$ cat config.mk
export PLATFORM = sky130hd
export DESIGN_NAME = r4_butter_seq
export DESIGN_NICKNAME = d
export VERILOG_FILES = /design/src/rtl/r4_butter_seq.sv
export SDC_FILE = /design/constraint.sdc
export NUM_CORES = 1
export LEC_CHECK = 0
export BUFFER_PORTS_ARGS = -buffer_cell sky130_fd_sc_hd__buf_2
export CORE_ASPECT_RATIO = 0.75
export CORE_MARGIN = 2
export CORE_UTILIZATION = 46
export DETAILED_ROUTE_END_ITERATION = 16
export PLACE_DENSITY = 0.78
export SLEW_MARGIN = 5
export SYNTH_ARGS = -nofsm -noshare
export SYNTH_HDL_FRONTEND = slang
export SYNTH_SLANG_ARGS = --single-unit
export TNS_END_PERCENT = 5
$ cat constraint.sdc
create_clock -name CLOCK -period 1.7 [get_ports CLOCK]
set_input_delay 0.51 -clock CLOCK [delete_from_list [all_inputs] [get_ports CLOCK]]
set_output_delay 0.51 -clock CLOCK [all_outputs]
set_load 0.05 [all_outputs]
$ cat src/rtl/r4_butter_seq.sv
// Sequencer for a shared radix-4 butterfly: holds one frame, issues four bin
// control words, and forwards the butterfly's registered results. Optional R4_SEQ_BITREV_EN.
module r4_butter_seq #(
    parameter int unsigned GAP_CYCLES = 0
) (
    input  logic        CLOCK,
    input  logic        RESET,
    input  logic        in_valid,
    output logic        in_ready,
    input  logic [31:0] in_frame,
    output logic [31:0] bf_x,
    output logic [2:0]  bf_c,
    input  logic [3:0]  bf_xro,
    input  logic [3:0]  bf_xio,
    output logic [3:0]  out_re,
    output logic [3:0]  out_im,
    output logic        out_valid,
    output logic [1:0]  out_bin,
    output logic [7:0]  frame_cnt
);

    localparam int unsigned GAP_EFF  = (GAP_CYCLES > 15) ? 15 : GAP_CYCLES;
    localparam logic [3:0]  GAP_LAST = 4'((GAP_EFF == 0) ? 0 : GAP_EFF - 1);

    typedef enum logic [1:0] {
        IDLE  = 2'd0,
        LOAD  = 2'd1,
        ISSUE = 2'd2,
        GAP   = 2'd3
    } state_t;

    state_t      state, state_nx;
    logic [1:0]  slot, slot_nx;
    logic [3:0]  gap_cnt, gap_nx;
    logic        accept;
    logic        out_last;

    function automatic logic [1:0] order(input logic [1:0] k);
`ifdef R4_SEQ_BITREV_EN
        order = {k[0], k[1]};
`else
        order = k;
`endif
    endfunction

    function automatic logic [2:0] bin_code(input logic [1:0] b);
        case (b)
            2'd0:    bin_code = 3'b011;
            2'd1:    bin_code = 3'b101;
            2'd2:    bin_code = 3'b000;
            default: bin_code = 3'b110;
        endcase
    endfunction

    // in_ready is gated by RESET so it stays low for the whole reset window.
    assign in_ready = (state == IDLE) && RESET;
    assign out_re   = bf_xro;
    assign out_im   = bf_xio;

    always_comb begin
        state_nx = state;
        slot_nx  = slot;
        gap_nx   = gap_cnt;
        bf_c     = '0;
        accept   = 1'b0;
        case (state)
            IDLE: begin
                if (in_valid) begin
                    accept   = 1'b1;
                    state_nx = LOAD;
                end
            end
            LOAD: begin
                state_nx = ISSUE;
                slot_nx  = '0;
            end
            ISSUE: begin
                bf_c = bin_code(order(slot));
                if (slot == 2'd3) begin
                    gap_nx   = '0;
                    state_nx = (GAP_EFF == 0) ? IDLE : GAP;
                end else begin
                    slot_nx = slot + 2'd1;
                end
            end
            GAP: begin
                if (gap_cnt == GAP_LAST) begin
                    gap_nx   = '0;
                    state_nx = IDLE;
                end else begin
                    gap_nx = gap_cnt + 4'd1;
                end
            end
            default: state_nx = IDLE;
        endcase
    end

    always_ff @(posedge CLOCK) begin
        if (!RESET) begin
            state     <= IDLE;
            slot      <= '0;
            gap_cnt   <= '0;
            bf_x      <= '0;
            out_valid <= 1'b0;
            out_bin   <= '0;
            out_last  <= 1'b0;
            frame_cnt <= '0;
        end else begin
            state     <= state_nx;
            slot      <= slot_nx;
            gap_cnt   <= gap_nx;
            out_valid <= (state == ISSUE);
            out_last  <= (state == ISSUE) && (slot == 2'd3);
            if (accept)
                bf_x <= in_frame;
            if (state == ISSUE)
                out_bin <= order(slot);
            // Counted when the final bin's output cycle ends, not when it is issued.
            if (out_last)
                frame_cnt <= frame_cnt + 8'd1;
        end
    end

endmodule

==> impl_metrics.toml, run 1 <==
[synth]
synth_edf_count = 0
syn-instance-count = 254
synth-seq-area-share_pct = 48.54
synth_area_um2 = 2145
ys_seq_elements = 52
syn_nets = 303
async_flop_share_pct = 0
syn_area_per_cell_um2 = 8.443
synth_cell_types = 33
yosys_warnings = 0
synth_flop_cell = "dfxtp_1"

[layout]
stdcell_count = 387
layout.nets = 379
antenna_cells = 0
area_growth_pct = 25.73
drive_above_1_share_pct = 33.64
nFillCells = 437

[cts]
cts_buffers = 5
cts_tree = "done"
hold_buffers = 0
path_clk_slew_ns = 0.09
insertion_delay_ns = 0.30
clockRootBuffer = "clkbuf_8"
clock_sinks = 52
cts_buffer_depth = 2
ctsHtreeMaxLevel = 2

[power]
ir_drop_mv = 0.4628
p_leak_uw = 0.001231
total_power_uw = 2532
p_per_area_nw_per_um2 = 939.0

[die]
rows = 21
coreArea_um2 = 4467
start_util_pct = 48.01
pin_count = 98
die_y_um = 63.13
die_area_um2 = 5230
fp.dieW_um = 82.84

[timing]
drv_slew = 0
worst_pin_slew_ns = 0.4864
fin_crit_sh_pct = 105.5
setup_ws_ns = -0.09404
fmax_mhz = 557.4
min_period_ns = 1.794
slew_headroom_pct = 67.57
rsz0062_at_grt = "yes"
hold_viol_final = 0
skew_ns = 0.002927
setup_viol_count_final = 3

[grt]
use_met2_pct = 28.73
grtUsageMet1_pct = 23.00
grt_pass1_vias = 1707
busiest_layer = "met2"
grt_start_max_net_pins = 49
grt_pass1_wl_um = 7741
met3_usage_pct = 5.242
gr-total-overflow = 0
antenna_found_initial = 0
track_usage_pct = 17.90

[setup_path]
cp_slowest_stage_delay_ns = 0.35
cp-start-kind = "flop"
cp_max_fo = 4
path_cells = "ha_1 > nor3_2 > buf_6"
slowest_stage = "dfxtp_2"
cp.arrival_ns = 1.28
required_ns = 1.19
worstSetupPathType = "flop to output port"
crit_path_end_kind = "output port"

[placed_design]
pre_cts_ws_ns = 0.07648
portBuffers = 81
dp_hpwl_um = 3145
gp_routability_congestion = 0.7681
dp_cells = 379

[route]
wire_per_inst_um = 11.63
drtIter0Drc = 69
wl_um = 4501
vias = 1901
vias_per_cell = 4.912
route.detailed.drc = 0
firstDrtPassIters = 4
drt.antenna.violating_nets = 0

[job]
max-cap-violations = 0

[status]
status = "complete, but fails checks"
violations = "setup timing"

[min_path]
hold_class = "input pin to flop"
==> layer usage <==
metal  part of all wire (%)  vias to the layer above
met1                     48                      854
met3                    7.1                        9
met5                      0                        -
met2                     43                       58
li1                       -                      980
met4                    1.4                        0
==> cell type report <==
class                      instances  area, um^2  share of cell area, %
clock inverter                     1       8.758                 0.3248
timing repair buffer              93       528.0                  19.58
sequential                        52        1044                  38.70
inverter                           6       22.52                 0.8353
clock buffer                       6       82.58                  3.063
tap                               57       71.32                  2.645
multi-input combinational        172       939.7                  34.85
==> per-stage QoR <==
stage	setup TNS, ns	area, um^2	utilization [%]	hold WS, ns
after global routing	-0.3592	2696	60.36	0.4223
after floorplan	-0.2592	2160	-	0.4788
after detailed placement	0	2544	56.95	0.4456
after CTS	-0.1601	2683	60.06	0.4253
final	-0.1970	2696	60.36	0.4352
after global placement	0	2544	56.95	0.4399
==> sequential cells by signal, summed over array words and instances, names as in the netlist <==
name / flops
slot: 2
out_last: 1
state: 2
out_bin: 2
bf_x: 32
frame_cnt: 8
out_valid: 1
gap_cnt: 4
==> critical path, delay by kind of cell, from the launching register on <==
kind / cells / cell delay (ns)
adder cells (fa/ha/maj): 1 / 0.23
flip-flops: 1 / 0.35
buffers and inverters: 1 / 0.18
AND/OR/NAND/NOR: 1 / 0.22
==> logic make-up (layout without fill, tap and decap cells) <==
group	Yosys count	after routing	synth area share [%]
AOI/OAI and AO/OA	53	53	13.65
xor gates and xnor gates	4	4	1.634
adders and majority gates	6	6	3.500
buffers and inverters	30	106	9.510
DFF	52	52	48.54
muxes	3	3	1.400
and+or+nand+nor	106	106	21.76
==> synthesized netlist by cell type (2+ instances only) <==
cell / count / area share (%)
buf_4: 9 / 3.2
or3_1: 5 / 1.5
nand3_1: 4 / 0.93
a21oi_1: 38 / 8.9
dfxtp_1: 52 / 49
nand2b_1: 2 / 0.58
mux2i_1: 3 / 1.4
buf_6: 7 / 3.7
clkbuf_1: 3 / 0.53
nand4_1: 3 / 0.88
o21a_1: 4 / 1.4
ha_1: 6 / 3.5
o21ai_0: 5 / 1.2
inv_1: 6 / 1.1
nand2_1: 68 / 12
nor2_1: 14 / 2.5
xor2_1: 3 / 1.2
buf_2: 4 / 0.93
a31oi_1: 2 / 0.58
nor3_1: 3 / 0.70
==> path summary, 6_finish.rpt <==
| kind | cells past startpoint | slack [ns] | end | from |
|---|---|---|---|---|
| setup reg to reg | 6 | 0.30 | gap_cnt[2] | slot[0] |
| hold / removal | 3 | 0.44 | bf_x[16] | in_frame[16] |
| setup / recovery | 3 | -0.09 | bf_c[0] | slot[0] |
| hold reg to reg | 2 | 0.46 | bf_x[5] | bf_x[5] |
==> where the power goes <==
part,internal [uW],total (uW),switching (uW)
sequential,1280,1300,27.8
clock,325,708,383
combinational,155,521,366
==> repair_timing <==
action                                  in CTS  in global routing
resized for setup                           12                  3
setup buffers                                1                  0
endpoints found under the setup margin       4                  4
pin swaps                                    2                  1
==> cell usage in the layout, fill, tap and decap left out, types with 2 or more instances in the layout <==
master | Yosys | final
buf_2 | 4 | 77
nand2_1 | 68 | 68
dfxtp_1 | 52 | 50
a21oi_1 | 38 | 38
nor2_1 | 14 | 12
buf_4 | 9 | 10
clkbuf_8 | 0 | 6
buf_6 | 7 | 6
inv_1 | 6 | 5
o21ai_0 | 5 | 5
or3_1 | 5 | 5
ha_1 | 6 | 5
nand3_1 | 4 | 4
o21a_1 | 4 | 4
mux2i_1 | 3 | 3
nand4_1 | 3 | 3
xor2_1 | 3 | 3
nand2b_1 | 2 | 2
nor2_2 | 0 | 2
a31oi_1 | 2 | 2
dfxtp_2 | 0 | 2
Power figures use the tool's default switching activity.
==> run 2: changes to the inputs <==
CORE_MARGIN = 1.5   (was 2)
==> run 2 against run 1 <==
The flow still finishes with violations (setup timing). Clock skew up 0.0044 ns. Cell area grew 2.0%. Worst hold slack gained 0.013 ns. Critical path depth up 2. Worst setup slack got worse by 0.012 ns. Critical path type unchanged. Wire length rose by 3.0%. Combinational power rose by 2%.
==> impl_metrics.toml, run 2 (synthesis gave the netlist of run 1 again) <==
[layout]
multi_input_area_um2 = 968.4
stdcell_count = 387
layout.nets = 380
largest_reg_flops = 32
antenna_cells = 0
reg.largest.list = "bf_x x32, frame_cnt x8, gap_cnt x4"
area_growth_pct = 28.24
final_cell_mix = "buf_2 (77), nand2_1 (68), dfxtp_1 (50), a21oi_1 (38)"
drive_above_1_share_pct = 34.85
top_register = "bf_x"
nFillCells = 408
final_common_cell = "buf_2"
register_area_um2 = 1049

[status]
status = "complete, but fails checks"
violations = "setup timing"

[placed_design]
pre_cts_ws_ns = -0.0007839
portBuffers = 81
gp_routability_congestion = 0.7197
dp_cells = 378
dp_hpwl_um = 3060

[power]
ir_drop_mv = 0.4648
p_per_area_nw_per_um2 = 950.9
p_leak_uw = 0.001239

[cts]
cts_buffer_depth = 2
cts_tree = "done"
cts_buffers = 5
clock_sinks = 52
path_clk_slew_ns = 0.08
clockRootBuffer = "clkbuf_8"
insertion_delay_ns = 0.29
ctsHtreeMaxLevel = 2
hold_buffers = 0

[timing]
min_period_ns = 1.806
setup_ws_ns = -0.1063
skew_ns = 0.007286
hold_viol_final = 0
fin_crit_sh_pct = 106.3
slew_headroom_pct = 66.39
worst_pin_slew_ns = 0.5042
drv_slew = 0
setup_viol_count_final = 3
fmax_mhz = 553.6
final.setup.tns_ns = -0.1930
rsz0062_at_grt = "yes"
hold_slack_ns = 0.4483

[die]
start_util_pct = 48.01
pin_count = 98
die_y_um = 62.13
fp.dieW_um = 81.84
rows = 21
coreArea_um2 = 4467
die_area_um2 = 5085

[setup_path]
reg2reg_slack_ns = 0.30
cp.arrival_ns = 1.30
required_ns = 1.19
cp-start-kind = "flop"
crit_path_end_kind = "output port"
worstSetupPathType = "flop to output port"
cp_max_fo = 3

[route]
wire_per_inst_um = 11.97
vias_per_cell = 4.953
firstDrtPassIters = 4
drt.antenna.violating_nets = 0
drtIter0Drc = 80
wl_um = 4634
route.detailed.drc = 0
vias = 1917

[grt]
antenna_found_initial = 0
grt_pass1_vias = 1677
gr-total-overflow = 0
track_usage_pct = 17.79
grt_start_max_net_pins = 49
grt_pass1_wl_um = 7203

[job]
max-cap-violations = 0

[min_path]
hold_class = "input pin to flop"
-- run 2: cell count changes in the layout (fill, tap and decap cells not counted), moves of 2 or more --
| cell | delta |
|---|---|
| dfxtp_2 | -2 |
| dfxtp_4 | +2 |
| ha_1 | -2 |
| inv_4 | +2 |
-- run 2: stage by stage --
step	power, uW	util [%]	area (um^2)
2_1_floorplan	1765	-	2160
3_3_place_gp	1826	56.78	2536
3_5_place_dp	1834	56.78	2536
4_1_cts	2622	60.73	2713
5_1_grt	2720	61.57	2750
6_report	2615	61.57	2750
-- run 2: path summary, 6_finish.rpt --
check	startpoint	end	depth (start not counted)
setup / recovery	slot[1]	bf_c[0]	5
hold / removal	in_frame[19]	bf_x[19]	3
setup reg to reg	slot[0]	gap_cnt[2]	6
hold reg to reg	bf_x[1]	bf_x[1]	2
-- run 2: area by class of cell --
class | instances | share of cell area (%)
timing repair buffer | 94 | 19.47
sequential | 52 | 38.13
clock buffer | 5 | 2.502
clock inverter | 1 | 1.092
inverter | 6 | 1.001
multi-input combinational | 172 | 35.21
tap | 57 | 2.593
-- run 2: metal layers --
| layer | track usage, % | part of all wire (%) | wire, um | vias to the layer above |
|---|---|---|---|---|
| met1 | 22.61 | 47 | 2193 | 864 |
| met3 | 4.412 | 6.6 | 304 | 6 |
| met5 | 0 | 0 | 0 | - |
| met4 | 5.508 | 0.73 | 34 | 0 |
| met2 | 29.30 | 45 | 2101 | 68 |
| li1 | - | - | - | 979 |
-- run 2: worst max-delay path, cell delays in order, from the launching register on --
cell and delay [ns]:
dfxtp_4 0.37, inv_4 0.08, ha_4 0.15, nor2_4 0.04
nor3_4 0.18, buf_6 0.18
-- run 2: report_power, final --
part / switching (uW) / internal, uW
clock: 357 / 423
sequential: 30.4 / 1270
combinational: 371 / 161
total: 758 / 1860
-- run 2: repair_timing --
action	in CTS	in global routing
pin swaps	3	2
setup buffers	2	1
resized for setup	19	7
setup endpoints to repair	4	4
